==> config.mk <==
export PLATFORM = sky130hd
export DESIGN_NAME = seg_mux_driver_flat
export DESIGN_NICKNAME = d
export VERILOG_FILES = /design/src/rtl/seg_mux_driver_pkg.sv /design/src/rtl/seg_mux_driver_if.sv /design/src/rtl/seg_mux_driver_tick_gen.sv /design/src/rtl/seg_mux_driver.sv /design/src/flat_wrapper.sv
export SDC_FILE = /design/constraint.sdc
export NUM_CORES = 1
export LEC_CHECK = 0
export CORE_MARGIN = 4
export CORE_UTILIZATION = 51
export DETAILED_ROUTE_END_ITERATION = 12
export MAX_ROUTING_LAYER = met4
export PLACE_DENSITY_LB_ADDON = 0.15
export SLEW_MARGIN = 25
export SYNTH_ARGS = -nofsm -noshare
export SYNTH_HDL_FRONTEND = slang
export SYNTH_SLANG_ARGS = --single-unit
==> constraint.sdc <==
create_clock -name clk -period 2.11 [get_ports clk]
set_clock_uncertainty 0.05 [all_clocks]
set_input_delay 0.5275 -clock clk [delete_from_list [all_inputs] [get_ports clk]]
set_output_delay 0.5275 -clock clk [all_outputs]
set_load 0.02 [all_outputs]
==> src/rtl/seg_mux_driver_pkg.sv <==
// Shared types and the hex font for the multiplexed seven-segment driver.
// Glyphs are active-high; output polarity is applied only at the output registers.
package seg_pkg;

  typedef logic [6:0] seg_t;

  localparam seg_t SEG_OFF = 7'h00;

  // seg[0]=A ... seg[6]=G
  function automatic seg_t hex_to_seg(input logic [3:0] hex);
    seg_t s;
    case (hex)
      4'h0: s = 7'b0111111;
      4'h1: s = 7'b0000110;
      4'h2: s = 7'b1011011;
      4'h3: s = 7'b1001111;
      4'h4: s = 7'b1100110;
      4'h5: s = 7'b1101101;
      4'h6: s = 7'b1111101;
      4'h7: s = 7'b0000111;
      4'h8: s = 7'b1111111;
      4'h9: s = 7'b1101111;
      4'hA: s = 7'b1110111;
      4'hB: s = 7'b1111100;
      4'hC: s = 7'b0111001;
      4'hD: s = 7'b1011110;
      4'hE: s = 7'b1111001;
      default: s = 7'b1110001;
    endcase
    return s;
  endfunction

endpackage

==> src/rtl/seg_mux_driver_if.sv <==
// Digit/mask inputs and segment/anode outputs of the display driver.
// The master side supplies digits and masks; the slave side is the driver.
interface seg_mux_driver_if #(
  parameter int NUM_DIGITS = 2
);
  import seg_pkg::*;

  logic [4*NUM_DIGITS-1:0] digits;
  logic [NUM_DIGITS-1:0]   blank_mask;
  logic [NUM_DIGITS-1:0]   blink_mask;
  seg_t                    seg;
  logic [NUM_DIGITS-1:0]   an;
  logic                    frame_strobe;

  modport master (
    output digits, blank_mask, blink_mask,
    input  seg, an, frame_strobe
  );

  modport slave (
    input  digits, blank_mask, blink_mask,
    output seg, an, frame_strobe
  );

endinterface

==> src/rtl/seg_mux_driver_tick_gen.sv <==
// Free-running modulo-DIV counter; tick is high on the last count, i.e. the
// cycle whose rising edge wraps the counter back to zero.
module tick_gen #(
  parameter int DIV     = 2,
  parameter int W       = (DIV > 1) ? $clog2(DIV) : 1,
  parameter int RST_VAL = 0
) (
  input  logic         clk,
  input  logic         reset,
  output logic [W-1:0] cnt,
  output logic         tick
);

  localparam logic [W-1:0] LAST  = W'(DIV - 1);
  localparam logic [W-1:0] START = W'(RST_VAL);

  logic [W-1:0] cnt_q, cnt_d;

  always_comb begin
    tick  = (cnt_q == LAST);
    cnt_d = tick ? '0 : cnt_q + 1'b1;
  end

  always_ff @(posedge clk) begin
    if (reset) cnt_q <= START;
    else       cnt_q <= cnt_d;
  end

  assign cnt = cnt_q;

endmodule

==> src/rtl/seg_mux_driver.sv <==
// Time-multiplexed hex display driver: one slot per digit, each slot starts
// with all anodes dark so the segment bus can change without ghosting.
module seg_mux_driver
  import seg_pkg::*;
#(
  parameter int CLK_HZ         = 12_000_000,
  parameter int NUM_DIGITS     = 2,
  parameter int REFRESH_HZ     = 500,
  parameter int BLANK_CYCLES   = 24,
  parameter int BLINK_HZ       = 2,
  parameter bit SEG_ACTIVE_LOW = 1'b1,
  parameter bit AN_ACTIVE_LOW  = 1'b1
) (
  input  logic            clk,
  input  logic            reset,
  seg_mux_driver_if.slave bus
);

  localparam int SLOT_CYCLES = CLK_HZ / (REFRESH_HZ * NUM_DIGITS);
  localparam int BLINK_HALF  = (BLINK_HZ > 0) ? CLK_HZ / (2 * BLINK_HZ) : 1;
  localparam int CNT_W       = (SLOT_CYCLES > 1) ? $clog2(SLOT_CYCLES) : 1;
  localparam int IDX_W       = (NUM_DIGITS > 1) ? $clog2(NUM_DIGITS) : 1;

  localparam logic [IDX_W-1:0]      IDX_LAST = IDX_W'(NUM_DIGITS - 1);
  localparam logic [CNT_W-1:0]      SHOW_AT  = CNT_W'(BLANK_CYCLES - 1);
  localparam seg_t                  SEG_IDLE = SEG_ACTIVE_LOW ? ~SEG_OFF : SEG_OFF;
  localparam logic [NUM_DIGITS-1:0] AN_IDLE  = AN_ACTIVE_LOW ? '1 : '0;

  if (NUM_DIGITS < 1 || NUM_DIGITS > 8) begin : g_bad_digits
    $error("seg_mux_driver: NUM_DIGITS must be in 1..8");
  end
  if (SLOT_CYCLES < BLANK_CYCLES + 2) begin : g_bad_slot
    $error("seg_mux_driver: slot too short for the blanking interval");
  end

  logic [CNT_W-1:0] cnt;
  logic             slot_wrap;
  logic             blink_tick;

  tick_gen #(
    .DIV     (SLOT_CYCLES),
    .W       (CNT_W),
    .RST_VAL (SLOT_CYCLES - 1)
  ) u_slot (
    .clk   (clk),
    .reset (reset),
    .cnt   (cnt),
    .tick  (slot_wrap)
  );

  if (BLINK_HZ > 0) begin : g_blink
    localparam int BW = (BLINK_HALF > 1) ? $clog2(BLINK_HALF) : 1;
    logic [BW-1:0] blink_cnt_unused;
    tick_gen #(
      .DIV     (BLINK_HALF),
      .W       (BW),
      .RST_VAL (0)
    ) u_blink (
      .clk   (clk),
      .reset (reset),
      .cnt   (blink_cnt_unused),
      .tick  (blink_tick)
    );
  end else begin : g_no_blink
    assign blink_tick = 1'b0;
  end

  logic [IDX_W-1:0]      idx_q, idx_d;
  logic                  blank_s_q, blank_s_d;
  logic                  blink_off_q, blink_off_d;
  seg_t                  seg_q, seg_d;
  logic [NUM_DIGITS-1:0] an_q, an_d;
  logic                  strobe_q, strobe_d;

  logic                  show_entry;
  logic                  lit;
  logic [NUM_DIGITS-1:0] onehot;

  always_comb begin
    idx_d       = idx_q;
    blank_s_d   = blank_s_q;
    seg_d       = seg_q;
    an_d        = an_q;
    strobe_d    = 1'b0;
    blink_off_d = blink_off_q ^ blink_tick;
    lit         = 1'b0;
    onehot      = '0;

    // With no blanking interval the SHOW decision lands on the slot-entry edge.
    show_entry = slot_wrap ? (BLANK_CYCLES == 0) : (cnt == SHOW_AT);

    if (slot_wrap) begin
      idx_d     = (idx_q == IDX_LAST) ? '0 : idx_q + 1'b1;
      seg_d     = SEG_ACTIVE_LOW ? ~hex_to_seg(bus.digits[{idx_d, 2'b00} +: 4])
                                 :  hex_to_seg(bus.digits[{idx_d, 2'b00} +: 4]);
      an_d      = AN_IDLE;
      blank_s_d = bus.blank_mask[idx_d];
      strobe_d  = (idx_d == '0);
    end

    if (show_entry) begin
      lit         = !blank_s_d && !(bus.blink_mask[idx_d] && blink_off_q);
      onehot[idx_d] = lit;
      an_d        = AN_ACTIVE_LOW ? ~onehot : onehot;
    end
  end

  always_ff @(posedge clk) begin
    if (reset) begin
      idx_q       <= IDX_LAST;
      blank_s_q   <= 1'b0;
      blink_off_q <= 1'b0;
      seg_q       <= SEG_IDLE;
      an_q        <= AN_IDLE;
      strobe_q    <= 1'b0;
    end else begin
      idx_q       <= idx_d;
      blank_s_q   <= blank_s_d;
      blink_off_q <= blink_off_d;
      seg_q       <= seg_d;
      an_q        <= an_d;
      strobe_q    <= strobe_d;
    end
  end

  assign bus.seg          = seg_q;
  assign bus.an           = an_q;
  assign bus.frame_strobe = strobe_q;

endmodule
==> src/flat_wrapper.sv <==
// flat-port wrapper written by rule: the top's interface ports become plain ports
module seg_mux_driver_flat import seg_pkg::*;
#(
  parameter int CLK_HZ         = 12_000_000,
  parameter int NUM_DIGITS     = 2,
  parameter int REFRESH_HZ     = 500,
  parameter int BLANK_CYCLES   = 24,
  parameter int BLINK_HZ       = 2,
  parameter bit SEG_ACTIVE_LOW = 1'b1,
  parameter bit AN_ACTIVE_LOW  = 1'b1
)
  (clk, reset, bus_digits, bus_blank_mask, bus_blink_mask, bus_seg, bus_an, bus_frame_strobe);
  seg_mux_driver_if #(.NUM_DIGITS(NUM_DIGITS)) bus_i ();
  input  logic clk;
  input  logic reset;
  input wire logic [$bits(bus_i.digits)-1:0] bus_digits;
  input wire logic [$bits(bus_i.blank_mask)-1:0] bus_blank_mask;
  input wire logic [$bits(bus_i.blink_mask)-1:0] bus_blink_mask;
  output wire logic [$bits(bus_i.seg)-1:0] bus_seg;
  output wire logic [$bits(bus_i.an)-1:0] bus_an;
  output wire logic [$bits(bus_i.frame_strobe)-1:0] bus_frame_strobe;
  assign bus_i.digits = bus_digits;
  assign bus_i.blank_mask = bus_blank_mask;
  assign bus_i.blink_mask = bus_blink_mask;
  assign bus_seg = bus_i.seg;
  assign bus_an = bus_i.an;
  assign bus_frame_strobe = bus_i.frame_strobe;
  seg_mux_driver #(.CLK_HZ(CLK_HZ), .NUM_DIGITS(NUM_DIGITS), .REFRESH_HZ(REFRESH_HZ), .BLANK_CYCLES(BLANK_CYCLES), .BLINK_HZ(BLINK_HZ), .SEG_ACTIVE_LOW(SEG_ACTIVE_LOW), .AN_ACTIVE_LOW(AN_ACTIVE_LOW)) u_core (.clk(clk), .reset(reset), .bus(bus_i));
endmodule
==> After elaboration in Yosys (flattened, before gate mapping) <==
Memories as Yosys holds them, arrays and structs flattened.
Index checks and enable logic that the tools add are counted.
{ "totals": {"rom_bits": 112, "inputBits": 14, "register_bits": 49, "n_memories": 1, "output_inout_bits": 10, "word_cells": 49} }
{ "memory_table": {"columns": ["name", "depth", "word_bits", "read_ports", "rd_clocked_by_memory_dff", "write_ports", "line", "rtl"], "rows": [
  ["(name not given)", 16, 7, 1, 0, 0, "seg_mux_driver_pkg.sv:12", "case (hex)"]
]} }
{ "classes": {"n_eq_ne": 3, "n_reduce_logical": 9, "n_shift": 1, "bitwise": 6, "mux": 14, "add_sub_neg": 3, "magnitude_cmp": 3} }
{ "op_table": {"columns": ["operator", "count"], "rows": [
  ["$add A22 B1 Y22 const B", 1],
  ["$eq A22 B22 Y1 const B", 1],
  ["$add A14 B1 Y14 const B", 1],
  ["$eq A14 B14 Y1 const B", 1],
  ["$eq A14 B5 Y1 const B", 1],
  ["$mux W14", 1],
  ["$mux W1", 9],
  ["$shiftx A8 B4 Y4", 1],
  ["$mux W7", 1],
  ["$not A7 Y7", 1],
  ["$reduce_or A2 Y1", 3],
  ["$lt A1 B2 Y1 const B", 2],
  ["$mux W2", 2],
  ["$logic_and A1 B1 Y1", 3],
  ["$and A2 B2 Y2", 1],
  ["$logic_not A1 Y1", 2],
  ["$not A1 Y1", 2],
  ["$not A2 Y2", 1],
  ["$reduce_bool A2 Y1", 1],
  ["$add A1 B1 Y1 const B", 1],
  ["$demux W1 S1", 1],
  ["$ge A1 B1 Y1 const B", 1],
  ["$xor A1 B1 Y1", 1]
]} }

==> Depth between registers and ports, before layout <==
Gate-level depths: netlist (run 1).
{ "depth": {"ltp_word": 11, "ltp_mapped": 8, "ltp_nobuf": 7} }

==> By module <==
Synthesis (run 1) repeated with hierarchy kept, for this count alone.
{ "hier_totals": {"hier_cells": 278, "area_unflattened_um2": 2693.8} }
{ "by_module_without_submodules": {"columns": ["mod", "seq_area_each_um2", "cells_each", "area_each_um2", "instances"], "rows": [
  ["tick_gen at u_core.g_blink.u_blink", 440.4, 119, 1088.5, 1],
  ["seg_mux_driver", 260.2, 88, 835.8, 1],
  ["tick_gen at u_core.u_slot", 280.3, 71, 769.5, 1]
]} }

==> Worst setup path before layout (run 1) <==
No wires, ideal clock.
{ "synth_path": {"path_type": "register to register", "startpoint": "register u_core.idx_q", "endpoint": "register u_core.seg_q[6] (netlist: u_core.bus.seg[6])", "t_arrival_ps": 1982, "path_stages_with_launch": 8, "n_path_buf": 1, "required_time_ps": 1936, "slack_ps": -47, "setup_time_ps": 124, "period_less_slack_ps": 2157, "cell_sequence": "dfxtp_1 > clkbuf_1 > mux2i_1 > inv_1 > ha_1 > a211o_1 > a311oi_1 > o21ai_0"} }
{ "synth_via": {"elab_chain_len": 6} }
{ "synth_rtl": {"columns": ["item", "line", "rtl"], "rows": [
  ["from (decl)", "seg_mux_driver.sv:68", "logic [IDX_W-1:0] idx_q, idx_d;"],
  ["from (signal assigned)", "seg_mux_driver.sv:117", "idx_q <= idx_d;"],
  ["$add A1 B1 Y1", "seg_mux_driver.sv:93", "idx_d = (idx_q == IDX_LAST) ? '0 : idx_q + 1'b1;"],
  ["$mux W1 (*)", "seg_mux_driver.sv:93", null],
  ["$shiftx A8 B4 Y4 (*)", "seg_mux_driver.sv:94", "seg_d = SEG_ACTIVE_LOW ? ~hex_to_seg(bus.digits[{idx_d, 2'b00} +: 4])"],
  ["$mem_v2 Z16 W7 (*)", null, null],
  ["$mux W7 (*)", "seg_mux_driver.sv:92", "if (slot_wrap) begin"],
  ["$not A7 Y7 (*)", "seg_mux_driver.sv:94", null],
  ["to (signal assigned)", "seg_mux_driver.sv:120", "seg_q <= seg_d;"],
  ["to (decl)", "seg_mux_driver.sv:71", "seg_t seg_q, seg_d;"]
]} }
Every way passes the cells marked *; elsewhere a longest branch is shown, timed or not. The select of a mux whose other input is x is not followed.
A chain may end at the register's enable or synchronous reset.

==> Final worst setup path (run 1) <==
{ "layout_path": {"startpoint": "input port bus_digits[4]", "endpoint": "register u_core.seg_q[6] (netlist: u_core.bus.seg[6])"} }
{ "layout_via": {"elab_chain_len": 4} }
{ "layout_rtl": {"columns": ["item", "line", "rtl"], "rows": [
  ["from (decl)", "flat_wrapper.sv:16", "input wire logic [$bits(bus_i.digits)-1:0] bus_digits;"],
  ["$shiftx A8 B4 Y4", "seg_mux_driver.sv:94", null],
  ["$mem_v2 Z16 W7", null, null],
  ["$mux W7", "seg_mux_driver.sv:92", null],
  ["$not A7 Y7", "seg_mux_driver.sv:94", null]
]} }
No other way between the ends. The select of a mux whose other input is x is not followed.

==> results.toml, run 1 <==
[status]
status = "finished, final reports clean"

[synthesis]
synth_nets = 301
postSynthCellCount = 279
yosys-mux-area-fraction_pct = 4.70
synth.most_common_cell = "dfxtp_1"
synth_top_family_by_area = "simple AND/OR/NAND/NOR gates"
synth.area.top_cells = "dfxtp_1 40%, xor2_1 5.0%, ha_1 4.1%"
synthXorXnorAreaFrac_pct = 8.22
syn_area_um2 = 2450
synth_seq_area_share_pct = 40.0
synth_edf_count = 0
yosysTopAreaCellShare_pct = 40.0
netlist_top_cells_count = "49 x dfxtp_1, 25 x nor2_1, 17 x nand2_1, 17 x nand3_1, 15 x o21ai_0"
avgSynthCellArea_um2 = 8.79
ys_ff_latch = 49
yosysTopAreaCell = "dfxtp_1"
synthFlopType = "dfxtp_1"
post_synth_and_or_nand_nor_area_fraction_pct = 26.6
ys_warn_count = 0
synth_compound_area_share_pct = 12.9
synthArstFlopShare_pct = 0
ys_types = 43
synthAdderAreaFrac_pct = 4.08

[worst_hold_path]
hold_start = "u_core.bus.an[0]$_SDFFE_PP1P_"
hp-class = "reg2reg"
worstHoldPathCells = 1

[routing]
wl_per_cell_um = 13.8
viasPerCell = 5.77
vias = 2186
first_pass_iters = 4
drc = 0
ant_nets = 0
drt_iter0_drc = 205
wl_um = 5250

[placement]
dp_hpwl_um = 3890
gp_congestion = 0.914
port_buffers = 23
place_inst = 370

[worst_setup_path]
crit_start = "bus_digits[4]"
cp-end-kind = "register"
crit_fanout = 3
r2r_start = "u_core.g_blink.u_blink.cnt[4]$_SDFF_PP0_"
r2r_cells = 4
worst-setup-path-type = "in2reg"
worstPathRequired_ns = 2.24
start_kind = "input port"
arrival_ns = 2.11

[layout]
antennaDiodeCount = 0
nFillCells = 381
areaGrowthSynthToFinish_pct = 23.2
nets = 348
fin_util_pct = 67.0
fin_cells = 379
drive_above_1_share_pct = 13.5

[floorplanning]
rows = 24
die_h_um = 77.3
die_x_um = 77.3
io_pins = 24
initial_utilization_pct = 54.4
dieArea_um2 = 5980
core_area_um2 = 4500

[global_routing]
grt_pass1_vias = 1984
grt_usage_pct = 18.9
grt-ovfl-total = 0
grt_pass1_wl_um = 9200
grt_max_degree = 22
antenna_found_initial = 0

[power]
ir_drop_uv = 697
p_leak_nw = 1.14
power.density_nw_per_um2 = 1010
fin_total_pwr_mw = 3.06

[timing]
finalSetupViolCount = 0
fin_tns_setup_ns = 0
whs_ns = 0.417
slew_violations = 0
max-slew-margin-rel_pct = 71.5
tightest_slew_ns = 0.426
fin_crit_ns = 1.97
rsz0062_at_grt = "false"
period_share_pct = 93.6
fmax_mhz = 506
hold_violations = 0

[clock_tree]
hold_buffers = 0
cts_max_level = 2
cts.sinks = 49
tritoncts = "done"
clockRootBuffer = "clkbuf_8"
numCtsBuffers = 5
cts_buffer_depth = 2
path_clk_slew_ns = 0.09
worstSkewPairLatency_ns = 0.30

[flow_run]
drv_cap = 0
final timing paths:
path / endpoint / slack [ns]
setup / recovery: u_core.bus.seg[6]$_SDFFE_PP1N_ / 0.14
hold / removal: u_core.bus.an[0]$_SDFFE_PP1P_ / 0.42
setup reg to reg: u_core.g_blink.u_blink.cnt[21]$_SDFF_PP0_ / 0.18
hold reg to reg: u_core.bus.an[0]$_SDFFE_PP1P_ / 0.42
stage by stage:
step	instance area, um2	setup slack [ns]
global route	3020	0.000266
CTS	2990	0.0545
finish	3020	0.136
floorplan	2450	0.0365
detailed placement	2910	-0.210
global placement	2910	-0.129
cell type report:
cell class | count | area (um2) | share of cell area [%]
clock buffer | 7 | 76.3 | 2.53
multi-input combinational | 208 | 1410 | 46.6
clock inverter | 1 | 7.51 | 0.249
timing repair buffer | 51 | 440 | 14.6
tap | 52 | 65.1 | 2.15
inverter | 11 | 41.3 | 1.37
sequential | 49 | 981 | 32.5
cells by family (layout without fill, tap and decap cells):
family,Yosys count,count (layout)
AO/OA/AOI/OAI,50,50
multiplexers,10,10
XOR/XNOR,23,23
buffers and inverters,22,70
AND/OR/NAND/NOR,117,117
flip-flops,49,49
adder cells (fa/ha/maj),8,8
registers in the layout, indices dropped and copies added (netlist names):
signal and flops:
u_core.bus.an 2, u_core.blink_off_q 1, u_core.idx_q 1, u_core.blank_s_q 1, u_core.g_blink.u_blink.cnt 22, u_core.bus.frame_strobe 1, u_core.bus.seg 7, u_core.u_slot.cnt 14
power by group:
part / switching, mW / leakage [nW] / internal [mW]
clock network: 0.310 / 0.0385 / 0.235
registers: 0.188 / 0.399 / 1.10
logic: 0.609 / 0.705 / 0.618
total: 1.11 / 1.14 / 1.95
critical path, stage by stage:
cell and delay (ns):
clkdlybuf4s50_1 0.41, mux2i_2 0.17, inv_1 0.09, ha_1 0.23, a211o_1 0.31, a311oi_2 0.27
o21ai_0 0.10
cell usage in the layout, fill, tap and decap left out, drive strengths merged, types with 6 or more instances in the layout:
cell type      instances
inv                   10
nand3                 17
nand2                 17
o211ai                 8
clkbuf                 7
mux2i                  7
o21ai                 15
buf                   28
dfxtp                 49
xnor2                  9
nand4                 15
a21oi                 12
xor2                  14
clkdlybuf4s50         23
or3                    6
ha                     8
nor2                  25
repair_timing:
item | in CTS | in global routing
setup buffers | 0 | 1
gates resized for setup | 0 | 4
setup endpoints to repair | 0 | 4
metal layers:
layer | track usage, % | vias to the layer above | part of all wire, %
li1 | - | 1108 | -
met1 | 26.0 | 1028 | 49
met2 | 28.8 | 45 | 46
met3 | 3.16 | 5 | 4.1
met4 | 4.98 | 0 | 1.0
met5 | - | - | 0
Note: power is estimated with default switching activity, not from simulation.
==> run 2, diff against run 1 <==
--- a/config.mk
+++ b/config.mk
@@ -9,2 +9,3 @@
 export CORE_UTILIZATION = 51
+export CTS_BUF_LIST = sky130_fd_sc_hd__clkbuf_16
 export DETAILED_ROUTE_END_ITERATION = 12
--- a/constraint.sdc
+++ b/constraint.sdc
@@ -4,2 +4,2 @@
 set_output_delay 0.5275 -clock clk [all_outputs]
-set_load 0.02 [all_outputs]
+set_load 0.005 [all_outputs]
==> results.toml, run 2 (synthesis gave the netlist of run 1 again) <==
[status]
status = "finished, final reports clean"

[timing]
finalSetupViolCount = 0
fin_ws_ns = 0.110
tightest_slew_ns = 0.379
max-slew-margin-rel_pct = 74.6
hold_violations = 0
period_share_pct = 94.8
whs_ns = 0.412
fmax_mhz = 500
slew_violations = 0
fin_crit_ns = 2.00

[clock_tree]
worstSkewPairLatency_ns = 0.29
tritoncts = "done"
cts_max_level = 2
path_clk_slew_ns = 0.06
clockRootBuffer = "clkbuf_16"
cts_buffer_depth = 2
cts.sinks = 49
postCtsSetupBuffers = 0
numCtsBuffers = 5

[worst_setup_path]
cp-end-kind = "register"
start_kind = "input port"
worst-setup-path-type = "in2reg"
arrival_ns = 2.16
r2r_end = "u_core.g_blink.u_blink.cnt[20]$_SDFF_PP0_"
worstPathRequired_ns = 2.27
r2r_start = "u_core.g_blink.u_blink.cnt[1]$_SDFF_PP0_"
r2r_cells = 5
crit_fanout = 4
r2r_setup_slack_ns = 0.15

[power]
fin_total_pwr_mw = 3.22
p_leak_nw = 1.17
power.density_nw_per_um2 = 1050
ir_drop_uv = 596

[worst_hold_path]
hp-class = "reg2reg"
hold_end = "u_core.bus.an[0]$_SDFFE_PP1P_"
worstHoldPathCells = 1
hold_start = "u_core.bus.an[0]$_SDFFE_PP1P_"

[layout]
antennaDiodeCount = 0
nets = 347
largest_reg_flops = 22
layout.cells.most_common = "dfxtp_1"
drive_above_1_share_pct = 13.5
final_cell_mix = "49 x dfxtp_1, 27 x buf_4, 25 x nor2_1"
areaGrowthSynthToFinish_pct = 25.4

[floorplanning]
io_pins = 24
initial_utilization_pct = 54.4
dieArea_um2 = 5980
die_x_um = 77.3
rows = 24
core_area_um2 = 4500
die_h_um = 77.3

[global_routing]
grt_max_degree = 22
grt-ovfl-total = 0
grt_busiest_layer = "met2"
grt_usage_pct = 19.5
grt_pass1_wl_um = 9330
antenna_found_initial = 0
grtUsageMet1_pct = 25.8
grtUsageMet2_pct = 29.8
globalRouteMet3Util_pct = 3.28
grt_pass1_vias = 2019

[routing]
drt_iter0_drc = 160
viasPerCell = 5.85
wl_um = 5360
vias = 2211
wl_per_cell_um = 14.2
first_pass_iters = 4
ant_nets = 0
drc = 0

[placement]
gp_congestion = 0.914
port_buffers = 23
dp_hpwl_um = 3890
dp_slack_ns = -0.210

[flow_run]
drv_cap = 0
run 2: changes by cell type in the layout (fill, tap and decap cells not counted), sizes merged:
cell    previous run  this run
clkbuf             7         5
buf               28        27
inv               10        12
run 2: critical path, stage by stage:
cell	delay [ns]
clkdlybuf4s50_1	0.42
mux2i_1	0.18
buf_4	0.16
ha_1	0.16
inv_1	0.09
mux4_2	0.47
o21ai_0	0.15
run 2: layout make-up:
class | count | area (um2)
multi-input combinational | 208 | 1410
timing repair buffer | 50 | 433
sequential | 49 | 981
inverter | 11 | 41.3
tap | 52 | 65.1
clock inverter | 3 | 15.0
clock buffer | 5 | 125
fill | 380 | 1430
run 2: routing by layer:
layer  wire length, um  vias to the layer above
li1                  -                     1112
met1              2540                     1040
met2              2500                       49
met3               212                       10
met4               103                        0
met5                 0                        -
run 2: stage by stage:
stage	instances	instance area (um2)	utilization (%)	setup TNS, ns
4_1_cts	378	3050	67.7	0
5_1_grt	378	3070	68.2	-0.00452
2_1_floorplan	279	2450	-	0
3_3_place_gp	370	2910	64.6	-0.438
3_5_place_dp	370	2910	64.6	-0.723
6_report	378	3070	68.2	0
run 2: what timing repair did:
item                                   in CTS  in global routing
resized for setup                           0                  5
hold buffers                                0                  0
setup endpoints to repair                   0                  4
endpoints found under the hold margin       0                  0
run 2: where the power goes:
| group | internal [mW] | switching (mW) |
|---|---|---|
| combinational | 0.619 | 0.550 |
| sequential | 1.10 | 0.189 |
| clock | 0.431 | 0.329 |
run 2: how the worst max path moves through the flow:
stage                                                   from                                        end  slack (ns)
finish                                         bus_digits[1]             u_core.bus.seg[3]$_SDFFE_PP1N_        0.11
global route                                   bus_digits[1]             u_core.bus.seg[3]$_SDFFE_PP1N_      -0.005
CTS                 u_core.g_blink.u_blink.cnt[1]$_SDFF_PP0_  u_core.g_blink.u_blink.cnt[20]$_SDFF_PP0_        0.06
detailed placement                             bus_digits[1]             u_core.bus.seg[0]$_SDFFE_PP1N_       -0.21
global placement                               bus_digits[0]             u_core.bus.seg[6]$_SDFFE_PP1N_       -0.13
floorplan                            u_core.idx_q$_SDFF_PP1_             u_core.bus.seg[6]$_SDFFE_PP1N_        0.04
